==> config.mk <==
export PLATFORM = sky130hd
export DESIGN_NAME = timer_irq
export DESIGN_NICKNAME = d
export VERILOG_FILES = /design/src/rtl/timer_irq.sv
export SDC_FILE = /design/constraint.sdc
export NUM_CORES = 1
export LEC_CHECK = 0
export ABC_AREA = 1
export CELL_PAD_IN_SITES_DETAIL_PLACEMENT = 0
export CELL_PAD_IN_SITES_GLOBAL_PLACEMENT = 2
export CORE_MARGIN = 3
export CORE_UTILIZATION = 38
export DETAILED_ROUTE_END_ITERATION = 10
export DONT_BUFFER_PORTS = 1
export PLACE_DENSITY = 0.82
export REMOVE_ABC_BUFFERS = 1
export SLEW_MARGIN = 20
export SYNTH_ARGS = -nofsm -noshare
export SYNTH_HDL_FRONTEND = slang
export SYNTH_SLANG_ARGS = --single-unit
==> constraint.sdc <==
create_clock -name clk_i -period 3.28 [get_ports clk_i]
set_input_delay 0.656 -clock clk_i [delete_from_list [all_inputs] [get_ports clk_i]]
set_output_delay 0.656 -clock clk_i [all_outputs]
set_load 0.1 [all_outputs]
==> src/rtl/timer_irq.sv <==
// timer_irq: programmable interval timer written by the timer instruction.
//
// A configuration word selects a power-of-two prescaler (base) and a tick
// threshold (umbral). While running, the prescaler divides the clock and
// prescaled ticks are counted modulo umbral. Each wrap of the count is an
// expiry, which raises a level interrupt held until the CPU acknowledges.
//
// Ports:
//   clk_i       system clock, all state on the rising edge
//   rst_ni      asynchronous active-low reset
//   cfg_we_i    one-cycle strobe, timer instruction executing
//   cfg_i       instruction bits [9:0]: enable=[9], base=[8:6], umbral=[5:0]
//   irq_ack_i   one-cycle acknowledge from the interrupt service routine
//   irq_o       pending interrupt request (level)
//   overrun_o   sticky flag: expiry occurred while irq was already pending
//   running_o   high while the timer is in the run state
//   count_o     current prescaled tick count
module timer_irq #(
  parameter int unsigned PRESC_W = 7,
  parameter int unsigned UMB_W   = 6
) (
  input  logic             clk_i,
  input  logic             rst_ni,
  input  logic             cfg_we_i,
  input  logic [9:0]       cfg_i,
  input  logic             irq_ack_i,
  output logic             irq_o,
  output logic             overrun_o,
  output logic             running_o,
  output logic [UMB_W-1:0] count_o
);

  typedef enum logic [0:0] {StIdle, StRun} state_e;

  state_e               state_q, state_d;
  logic [PRESC_W-1:0]   presc_q, presc_d;
  logic [UMB_W-1:0]     count_q, count_d;
  logic [2:0]           base_q, base_d;
  logic [UMB_W-1:0]     umbral_q, umbral_d;
  logic                 irq_q, irq_d;
  logic                 overrun_q, overrun_d;

  // Configuration word fields.
  logic                 cfg_en;
  logic [2:0]           cfg_base;
  logic [UMB_W-1:0]     cfg_umbral;

  assign cfg_en     = cfg_i[9];
  assign cfg_base   = cfg_i[8:6];
  assign cfg_umbral = UMB_W'(cfg_i[5:0]);

  // Prescaler terminal value 2^base - 1, built as a mask so base=7 gives 127
  // without needing a wider intermediate.
  logic [PRESC_W-1:0]   presc_lim;
  logic                 tick;
  logic                 count_last;

  assign presc_lim  = ~({PRESC_W{1'b1}} << base_q);
  assign tick       = (state_q == StRun) && (presc_q == presc_lim);
  // umbral is never zero in the run state, so umbral-1 cannot wrap here.
  assign count_last = (count_q == (umbral_q - UMB_W'(1)));

  always_comb begin
    state_d   = state_q;
    presc_d   = presc_q;
    count_d   = count_q;
    base_d    = base_q;
    umbral_d  = umbral_q;
    irq_d     = irq_q;
    overrun_d = overrun_q;

    if (cfg_we_i) begin
      // A configuration write overrides any tick in the same cycle.
      base_d   = cfg_base;
      umbral_d = cfg_umbral;
      presc_d  = '0;
      count_d  = '0;
      state_d  = (cfg_en && (cfg_umbral != '0)) ? StRun : StIdle;
      if (!cfg_en) begin
        irq_d     = 1'b0;
        overrun_d = 1'b0;
      end else if (irq_ack_i) begin
        irq_d = 1'b0;
      end
    end else begin
      if (irq_ack_i) begin
        irq_d = 1'b0;
      end
      if (tick) begin
        presc_d = '0;
        if (count_last) begin
          count_d = '0;
          // A new expiry wins over a same-cycle acknowledge.
          irq_d   = 1'b1;
          if (irq_q && !irq_ack_i) begin
            overrun_d = 1'b1;
          end
        end else begin
          count_d = count_q + UMB_W'(1);
        end
      end else if (state_q == StRun) begin
        presc_d = presc_q + PRESC_W'(1);
      end
    end
  end

  always_ff @(posedge clk_i or negedge rst_ni) begin
    if (!rst_ni) begin
      state_q   <= StIdle;
      presc_q   <= '0;
      count_q   <= '0;
      base_q    <= '0;
      umbral_q  <= '0;
      irq_q     <= 1'b0;
      overrun_q <= 1'b0;
    end else begin
      state_q   <= state_d;
      presc_q   <= presc_d;
      count_q   <= count_d;
      base_q    <= base_d;
      umbral_q  <= umbral_d;
      irq_q     <= irq_d;
      overrun_q <= overrun_d;
    end
  end

  assign irq_o     = irq_q;
  assign overrun_o = overrun_q;
  assign running_o = (state_q == StRun);
  assign count_o   = count_q;

endmodule

Yosys cells after proc, flatten, opt, wreduce, memory -nomap -nowiden
Cells that the tools add are included.
Word-level totals
  input bits: 14
  flip-flop bits (word level): 25
  logic and storage cells: 42
  output and inout port bits: 9
Operators by class
  $add $sub $neg: 3
  muxes and demuxes: 17
  bitwise operators: 1
  equal/unequal tests: 3
  shift-type cells: 1
  reductions and logical operators: 10
Operators with widths (number)
  7-bit 2-to-1 mux: 3
  6-bit 2-to-1 mux: 3
  1-bit 2-to-1 mux: 11
  7-bit by 1-bit adder with 7-bit output (second input constant): 1
  7-bit equality test: 1
  7-bit NOT: 1
  7-bit by 3-bit left shift with 7-bit output (first input constant): 1
  6-bit by 1-bit adder with 6-bit output (second input constant): 1
  6-bit equality test: 1
  2-bit nonzero test: 3
  6-bit nonzero test: 1
  6-bit by 1-bit subtractor with 6-bit output (second input constant): 1
  4-bit AND reduction: 1
  1-bit logical AND: 3
  3-bit nonzero test: 1
  2-bit != test (second input constant): 1
  1-bit zero test: 1

Logic depth before layout (Yosys ltp)
Gate-level depths: netlist of run 1.
  depth in word-level cells: 6
  depth in mapped cells: 12

Worst setup path after synthesis of run 1
No wires, ideal clock.
  kind: reg2reg
  from: reg state_q (netlist: running_o)
  to: reg count_q[2] (netlist: count_o[2])
  arrival time: 1.806 ns
  buffers on the path: 0
  cell stages (with the launch flop): 9
  path slack: 1.348 ns
  required time: 3.155 ns
  period minus slack after synthesis: 1.932 ns
  setup time: 0.125 ns
  cell sequence: dfrtp_1 > a21boi_2 > nand2_2 > nor2_4 > nand3_4 > nand2_4 > inv_4 > nand2_2 > o21ai_2
On the way
  word-level cells in the longest chain between the ends: 2
RTL lines
  from (decl): RTL line 35  | state_e state_q, state_d;
  from (signal assigned): RTL line 109  | state_q <= StIdle;
  from (signal assigned): RTL line 117  | state_q <= state_d;
  1-bit logical AND: RTL line 59  | assign tick = (state_q == StRun) && (presc_q == presc_lim);
  2-bit nonzero test (no line)
  to (signal assigned): RTL line 119  | count_q <= count_d;
  to (decl): RTL line 37  | logic [UMB_W-1:0] count_q, count_d;
Every way passes these cells.
A chain may end at the register's enable or synchronous reset.

Final worst setup path of run 1
  from: reg overrun_q (netlist: overrun_o)
  to: out overrun_o
RTL lines
  from (decl): RTL line 41  | logic overrun_q, overrun_d;
  from (signal assigned): RTL line 123  | overrun_q <= overrun_d;
  to (decl): RTL line 28  | output logic overrun_o,
No word-level cell between the ends.

==> results by group, run 1 <==
Drt
  • Drt drc: 0
  • Detail-routed net length per standard cell: approximately 14 um
  • DR pass1 iterations: 4
  • Vias post-DR: 1355
  • Antenna-violating nets left: 0
  • Vias per std cell: ~4.9
  • Post-Route WL: around 3.7 mm
  • Number of DRC markers in iteration 0: 78

Synth
  • Number of storage elements in the synthesis netlist: 25
  • Number of synthesized flops with an enable pin: 0
  • Register area share after synthesis: 0.393
  • Top cells by area, synth: dfrtp_1 39%, nand2_1 16%, inv_1 6.1%
  • Mean instance size in the synthesized netlist: between 7 and 8 um2
  • Post-synthesis cell type count: 29
  • Number of instances in the synthesized netlist: between 200 and 250
  • Share of Yosys cell area claimed by the top area cell type: 0.393
  • Most instantiated flip-flop cell in the synthesis netlist: dfrtp_1
  • Mapped cell area: roughly 1600 um2
  • Commonest cells in the synthesized netlist: 69 x nand2_1, 26 x inv_1, 25 x dfrtp_1, 18 x nand3_1, 16 x nor2_1
  • Area leader, netlist: dfrtp_1
  • Most frequent cell after synthesis: nand2_1
  • Fraction of registers with async set/reset: 1.00
  • Yosys Warn Count: 0

Pwr
  • Leak Pwr: roughly 0.83 nW
  • Maximum vdd drop: ~0.12 mV
  • P per Cell Area: roughly 380 nW/um2
  • Total Power: around 0.66 mW

Cells and area
  • Share of final-layout standard cells stronger than drive strength 1: 0.159
  • Nets: between 200 and 250
  • Area of the multi-input gates: between 800 and 900 um2
  • Flip-flop and latch area: 626 um2
  • Count of antenna diodes in the layout: 0
  • Layout overhead on the synthesized area: 9.19%
  • Total of fill cells in the finished design: 415

Clock network
  • Clock tree buffer depth: 2
  • Root buf cell: clkbuf_8
  • CTS buffer count: 3
  • Post-cts repair resize count: 0
  • Post CTS Setup Buffer Count: 0
  • Clock transition at the registers of the reported paths: approximately 0.10 ns
  • Total number of clock tree sinks: 25
  • Number of levels the H-tree was split into: 1
  • Quantity of hold-fixing buffers added after cts: 0
  • Clock tree from TritonCTS: built
  • Clock Latency Late Sink: approximately 0.27 ns

Worst setup path
  • Type of the setup path with the least slack: reg2out
  • Worst Path Required: 2.62 ns
  • Startpoint of the lowest-slack register-to-register path: count_o[0]$_DFFE_PN0P_
  • Nature of the critical path startpoint: flop
  • End point of the critical path: overrun_o
  • Critical path capture point type: output pin
  • Worst setup slack for register-to-register paths: approximately 1.6 ns
  • Crit. path cell count: 0
  • Endpoint of the most critical register-to-register path: count_o[2]$_DFFE_PN0P_
  • Worst-case reg-to-reg path depth: 10
  • Peak fanout along the critical path: 2
  • Timing startpoint of the critical path: overrun_o$_DFFE_PN0P_
  • Worst Path Arrival: 1.23 ns

Global routing
  • Antenna violations before repair: 0
  • Vias in the first global route: approximately 1200
  • Maximum number of pins on one net before global-route repair: 26
  • Total overflow reported by the global router: 0
  • GRT Resource Usage Total: 0.154
  • Global-route wire length before repair: between 6 and 7 mm

STA
  • Final critical path time including I/O delays and setup: between 1.5 and 2 ns
  • Maximum achievable frequency: about 530 MHz
  • Setup skew after layout: 0.00273 ns
  • Max transition margin: 0.392
  • Setup repair after global routing missed its margin: no
  • Setup TNS Final: 0 ns
  • Final number of setup-violating endpoints: 0
  • Fin. max-slew vios: 0
  • Worst Tran Pin Value: 0.912 ns
  • Final hold viol count: 0
  • Final worst path period share: 0.575

Floorplan
  • Chip Height: 70.7 um
  • Initial core utilization: 0.413
  • Area of the placeable core: 3850 um2
  • Die area: about 5000 um2
  • I/O pin count: 23
  • Number of placement rows: 22
  • Die Span X: between 70 and 80 um

Min path
  • Hold WC Path Type: in2async

Placement
  • Count of input and output buffers: 0
  • DPL Wire Length: approximately 2.8 mm
  • Gp weighted congestion: just under 0.8

Job
  • Max-Cap Viols: 0

Run status
  • Run status: finished clean
==> cells in the final DEF (no fill, tap or decap) <==
master    instances
nand2_1          69
nor3_1            5
buf_4             7
a21oi_1           6
nor4_1            1
or2_0             1
nor2_1           16
nor2_2            2
o21bai_1          1
inv_1            26
a21boi_2          1
clkbuf_8          3
inv_4             1
nand3_1          18
dfrtp_1          25
o21ai_0          11
xnor2_1           1
nand4_1           3
nand3_2           2
clkinv_2          2
xor2_1            3
o21ai_2           5
nor2_4            3
nand2_2           6
a211oi_1          1
a21oi_2           1
nand3_4           1
ha_1              3
nand2_4           2
==> where the power goes <==
part	switching, mW	total, mW	internal (mW)
logic	0.0819	0.122	0.0403
registers	0.0182	0.341	0.323
clock network	0.109	0.195	0.0853
total	0.209	0.658	0.449
==> per-layer routing <==
layer  global-route usage  part of all wire  wire length [um]  vias to the layer above
met5                    0                 0                 0                        -
met4               0.0438             0.011                40                        0
met3               0.0341             0.065               242                        4
met2                0.203              0.39              1460                       34
met1                0.247              0.53              1980                      608
li1                     -                 -                 -                      709
==> metrics by stage <==
stage / cell area [um2] / utilization / worst slack, ns / cells / hold WS, ns
finish: 1740 / 0.451 / 1.39 / 274 / 0.0615
global route: 1740 / 0.451 / 1.37 / 274 / 0.0481
CTS: 1740 / 0.451 / 1.40 / 274 / 0.0576
detailed placement: 1690 / 0.439 / 1.60 / 270 / 0.361
global placement: 1690 / 0.439 / 1.58 / 270 / 0.361
floorplan: 1580 / - / 1.35 / 215 / 0.360
==> how the worst min path moves through the flow <==
stage | start | to | slack [ns] | depth (start not counted)
floorplan | rst_ni | base_q[0]$_DFFE_PN0P_ | 0.36 | 0
global placement | rst_ni | umbral_q[3]$_DFFE_PN0P_ | 0.36 | 0
detailed placement | rst_ni | umbral_q[1]$_DFFE_PN0P_ | 0.36 | 0
CTS | rst_ni | umbral_q[1]$_DFFE_PN0P_ | 0.06 | 0
global route | rst_ni | base_q[1]$_DFFE_PN0P_ | 0.05 | 0
finish | rst_ni | base_q[1]$_DFFE_PN0P_ | 0.06 | 0
==> sequential cells by signal, indices dropped and copies added (netlist names) <==
name	cells
running_o	1
count_o	6
overrun_o	1
irq_o	1
base_q	3
umbral_q	6
presc_q	7
==> cells by family (layout without fill, tap and decap cells) <==
kind of cell	count (synthesis)	in the layout	synth area share
simple gates	129	129	0.383
buf+inv	31	39	0.0762
compound gates	26	26	0.103
flops	25	25	0.393
xor+xnor	4	4	0.0220
fa+ha+maj	3	3	0.0236
==> area by class of cell <==
cell class,instances,share of cell area
Clock buffer,3,0.0237
Clock inverter,1,0.00288
Inverter,28,0.0626
Multi-Input combinational cell,162,0.486
Sequential cell,25,0.360
Tap cell,48,0.0345
Timing Repair Buffer,7,0.0302
No activity file was read; power rests on OpenSTA's default activity.
==> run 2: changes to the inputs <==
--- a/config.mk
+++ b/config.mk
@@ -9,10 +9,10 @@
 export CELL_PAD_IN_SITES_DETAIL_PLACEMENT = 0
 export CELL_PAD_IN_SITES_GLOBAL_PLACEMENT = 2
 export CORE_MARGIN = 3
-export CORE_UTILIZATION = 38
+export CORE_UTILIZATION = 35
 export DETAILED_ROUTE_END_ITERATION = 10
 export DONT_BUFFER_PORTS = 1
-export PLACE_DENSITY = 0.82
+export PLACE_DENSITY = 0.76
 export REMOVE_ABC_BUFFERS = 1
 export SLEW_MARGIN = 20
 export SYNTH_ARGS = -nofsm -noshare
==> constraint.sdc (replaced) <==
create_clock -name clk_i -period 1.8 [get_ports clk_i]
set_input_delay 0.36 -clock clk_i [delete_from_list [all_inputs] [get_ports clk_i]]
set_output_delay 0.36 -clock clk_i [all_outputs]
set_load 0.1 [all_outputs]
==> run 2 against run 1 <==
Compared with the run above: first-iteration DRC count increased by 27%; critical endpoint is now count_o[2]$_DFFE_PN0P_; combinational power increased by 95%; global-route usage fell by 0.31 points; power rose by 87%; clock skew increased by 0.0077 ns; sequential power grew 84%; cell count rose by 2.6%; clock-buffer cell count is the same.
==> results by group, run 2 (same netlist as run 1, synthesis figures left out) <==
Placement
  • Count of input and output buffers: 0
  • Post-DP Area: around 1700 um2
  • Gp weighted congestion: 0.812
  • DPL Wire Length: ~2.9 mm

STA
  • Maximum achievable frequency: around 630 MHz
  • Final number of setup-violating endpoints: 0
  • Final critical path time including I/O delays and setup: 1.58 ns
  • Fin. max-slew vios: 0
  • Worst Tran Pin Value: 0.427 ns
  • Max transition margin: 0.712
  • Final worst path period share: 0.876
  • Final hold viol count: 0
  • Setup skew after layout: ~0.010 ns
  • Setup repair after global routing missed its margin: no

Floorplan
  • Die area: between 5000 and 6000 um2
  • Die Span X: between 70 and 80 um
  • Area of the placeable core: between 4000 and 5000 um2
  • Initial core utilization: 0.379
  • Chip Height: between 70 and 80 um
  • I/O pin count: 23
  • Number of placement rows: 23

Min path
  • Hold WC Path Type: in2reg

Worst setup path
  • Worst Path Required: roughly 2 ns
  • Nature of the critical path startpoint: flop
  • Critical Path Max Stage Delay: 0.38 ns
  • Type of the setup path with the least slack: reg2reg
  • Most common cell type on the critical path: nand2_1
  • Crit-path cells: inv_2, ha_1, inv_1, nand2_1, nand2_1, nor2_1, nand2_1, nor2_1, nand3_2, nand2_4, o21ai_2
  • Critical path capture point type: flop
  • Worst Path Arrival: 1.75 ns
  • Delay-heaviest family, CP: simple AND/OR/NAND/NOR gates
  • Peak fanout along the critical path: 7
  • Worst path buffer plus inverter count: 2
  • Slowest stage cell, crit path: dfrtp_1

Global routing
  • Global-route wire length before repair: between 6 and 7 mm
  • GRT Resource Usage Total: 0.151
  • Total overflow reported by the global router: 0
  • Maximum number of pins on one net before global-route repair: 26
  • Antenna violations before repair: 0
  • Vias in the first global route: ~1400

Cells and area
  • Nets: 249
  • Share of final-layout standard cells stronger than drive strength 1: 0.177
  • Most frequent standard cell in the layout excluding fill and tap cells: nand2_1
  • Register containing the most flip-flops in the final layout: presc_q
  • Commonest cells after routing, fill and taps aside: 69 x nand2_1, 25 x inv_1, 25 x dfrtp_1
  • Post-route core utilization: 0.428
  • Flip-flop count of the largest register after layout: 7
  • Layout overhead on the synthesized area: 12.9%
  • Final design instance area without fill: about 1800 um2
  • Count of antenna diodes in the layout: 0

Pwr
  • P per Cell Area: approximately 680 nW/um2
  • Leak Pwr: approximately 0.86 nW
  • Maximum vdd drop: about 0.5 mV
  • Total Power: around 1.2 mW

Drt
  • Antenna-violating nets left: 0
  • Drt drc: 0
  • Post-Route WL: 3.67 mm
  • Number of DRC markers in iteration 0: 99
  • Vias post-DR: ~1400
  • Detail-routed net length per standard cell: about 13 um
  • Vias per std cell: 4.97
  • DR pass1 iterations: 4

Clock network
  • Total number of clock tree sinks: 25
  • Post CTS Setup Buffer Count: 0
  • Clock tree buffer depth: 2
  • Root buf cell: clkbuf_8
  • CTS buffer count: 3
  • Clock Latency Late Sink: ~0.28 ns
  • Clock tree from TritonCTS: built
  • Clock transition at the registers of the reported paths: about 0.10 ns
  • Number of levels the H-tree was split into: 1

Job
  • Max-Cap Viols: 0

Run status
  • Run status: finished clean
## run 2: changes by cell type in the layout (fill, tap and decap cells not counted)
cell	before	now
buf_12	0	1
buf_4	7	10
clkinv_2	2	1
dlygate4sd3_1	0	1
inv_1	26	25
inv_2	0	1
inv_6	0	1
## run 2: path summary, 6_finish.rpt
path,to,depth (start not counted),start,slack [ns]
setup / recovery,count_o[2]$_DFFE_PN0P_,11,umbral_q[0]$_DFFE_PN0P_,0.22
hold / removal,umbral_q[4]$_DFFE_PN0P_,1,cfg_we_i,0.18
setup reg to reg,count_o[2]$_DFFE_PN0P_,11,umbral_q[0]$_DFFE_PN0P_,0.22
hold reg to reg,umbral_q[5]$_DFFE_PN0P_,2,umbral_q[5]$_DFFE_PN0P_,0.51
max in group asynchronous,base_q[2]$_DFFE_PN0P_,2,rst_ni,1.13
min in group asynchronous,umbral_q[4]$_DFFE_PN0P_,2,rst_ni,0.51
## run 2: final cells by class
cell class,count,area [um2]
clock buffers,3,41.3
clock inverters,1,8.76
well taps,50,62.6
repair buffers,12,105
fillers,446,2400
inverters,28,109
multi-input cells,162,846
flip-flops and latches,25,626
## run 2: metal layers
layer,part of all wire,GRT usage,wire length (um),vias to the layer above
met4,0.0035,0.0201,13,0
met3,0.060,0.0438,219,2
li1,-,-,-,718
met5,0,0,0,-
met1,0.51,0.227,1890,648
met2,0.42,0.219,1550,28
## run 2: report_power, final
| group | switching (mW) | internal, mW | leakage (nW) | total [mW] |
|---|---|---|---|---|
| Sequential | 0.0370 | 0.589 | 0.328 | 0.626 |
| Clock | 0.202 | 0.163 | 0.0261 | 0.364 |
| Combinational | 0.157 | 0.0814 | 0.503 | 0.238 |
| Total | 0.396 | 0.833 | 0.857 | 1.23 |
## run 2: stage by stage
stage               setup TNS, ns  instances  setup WS [ns]  hold WS [ns]
floorplan                   -1.13        215         -0.132        0.0644
finish                          0        281          0.222         0.176
CTS                             0        281          0.153         0.173
detailed placement              0        275          0.172        0.0652
global placement                0        275          0.216        0.0650
global route                    0        281         0.0344         0.176
## run 2: what timing repair did
item | CTS | global route
hold endpoints to repair | 25 | 0
setup endpoints to repair | 0 | 8
hold buffers | 2 | 0
resized for setup | 0 | 1
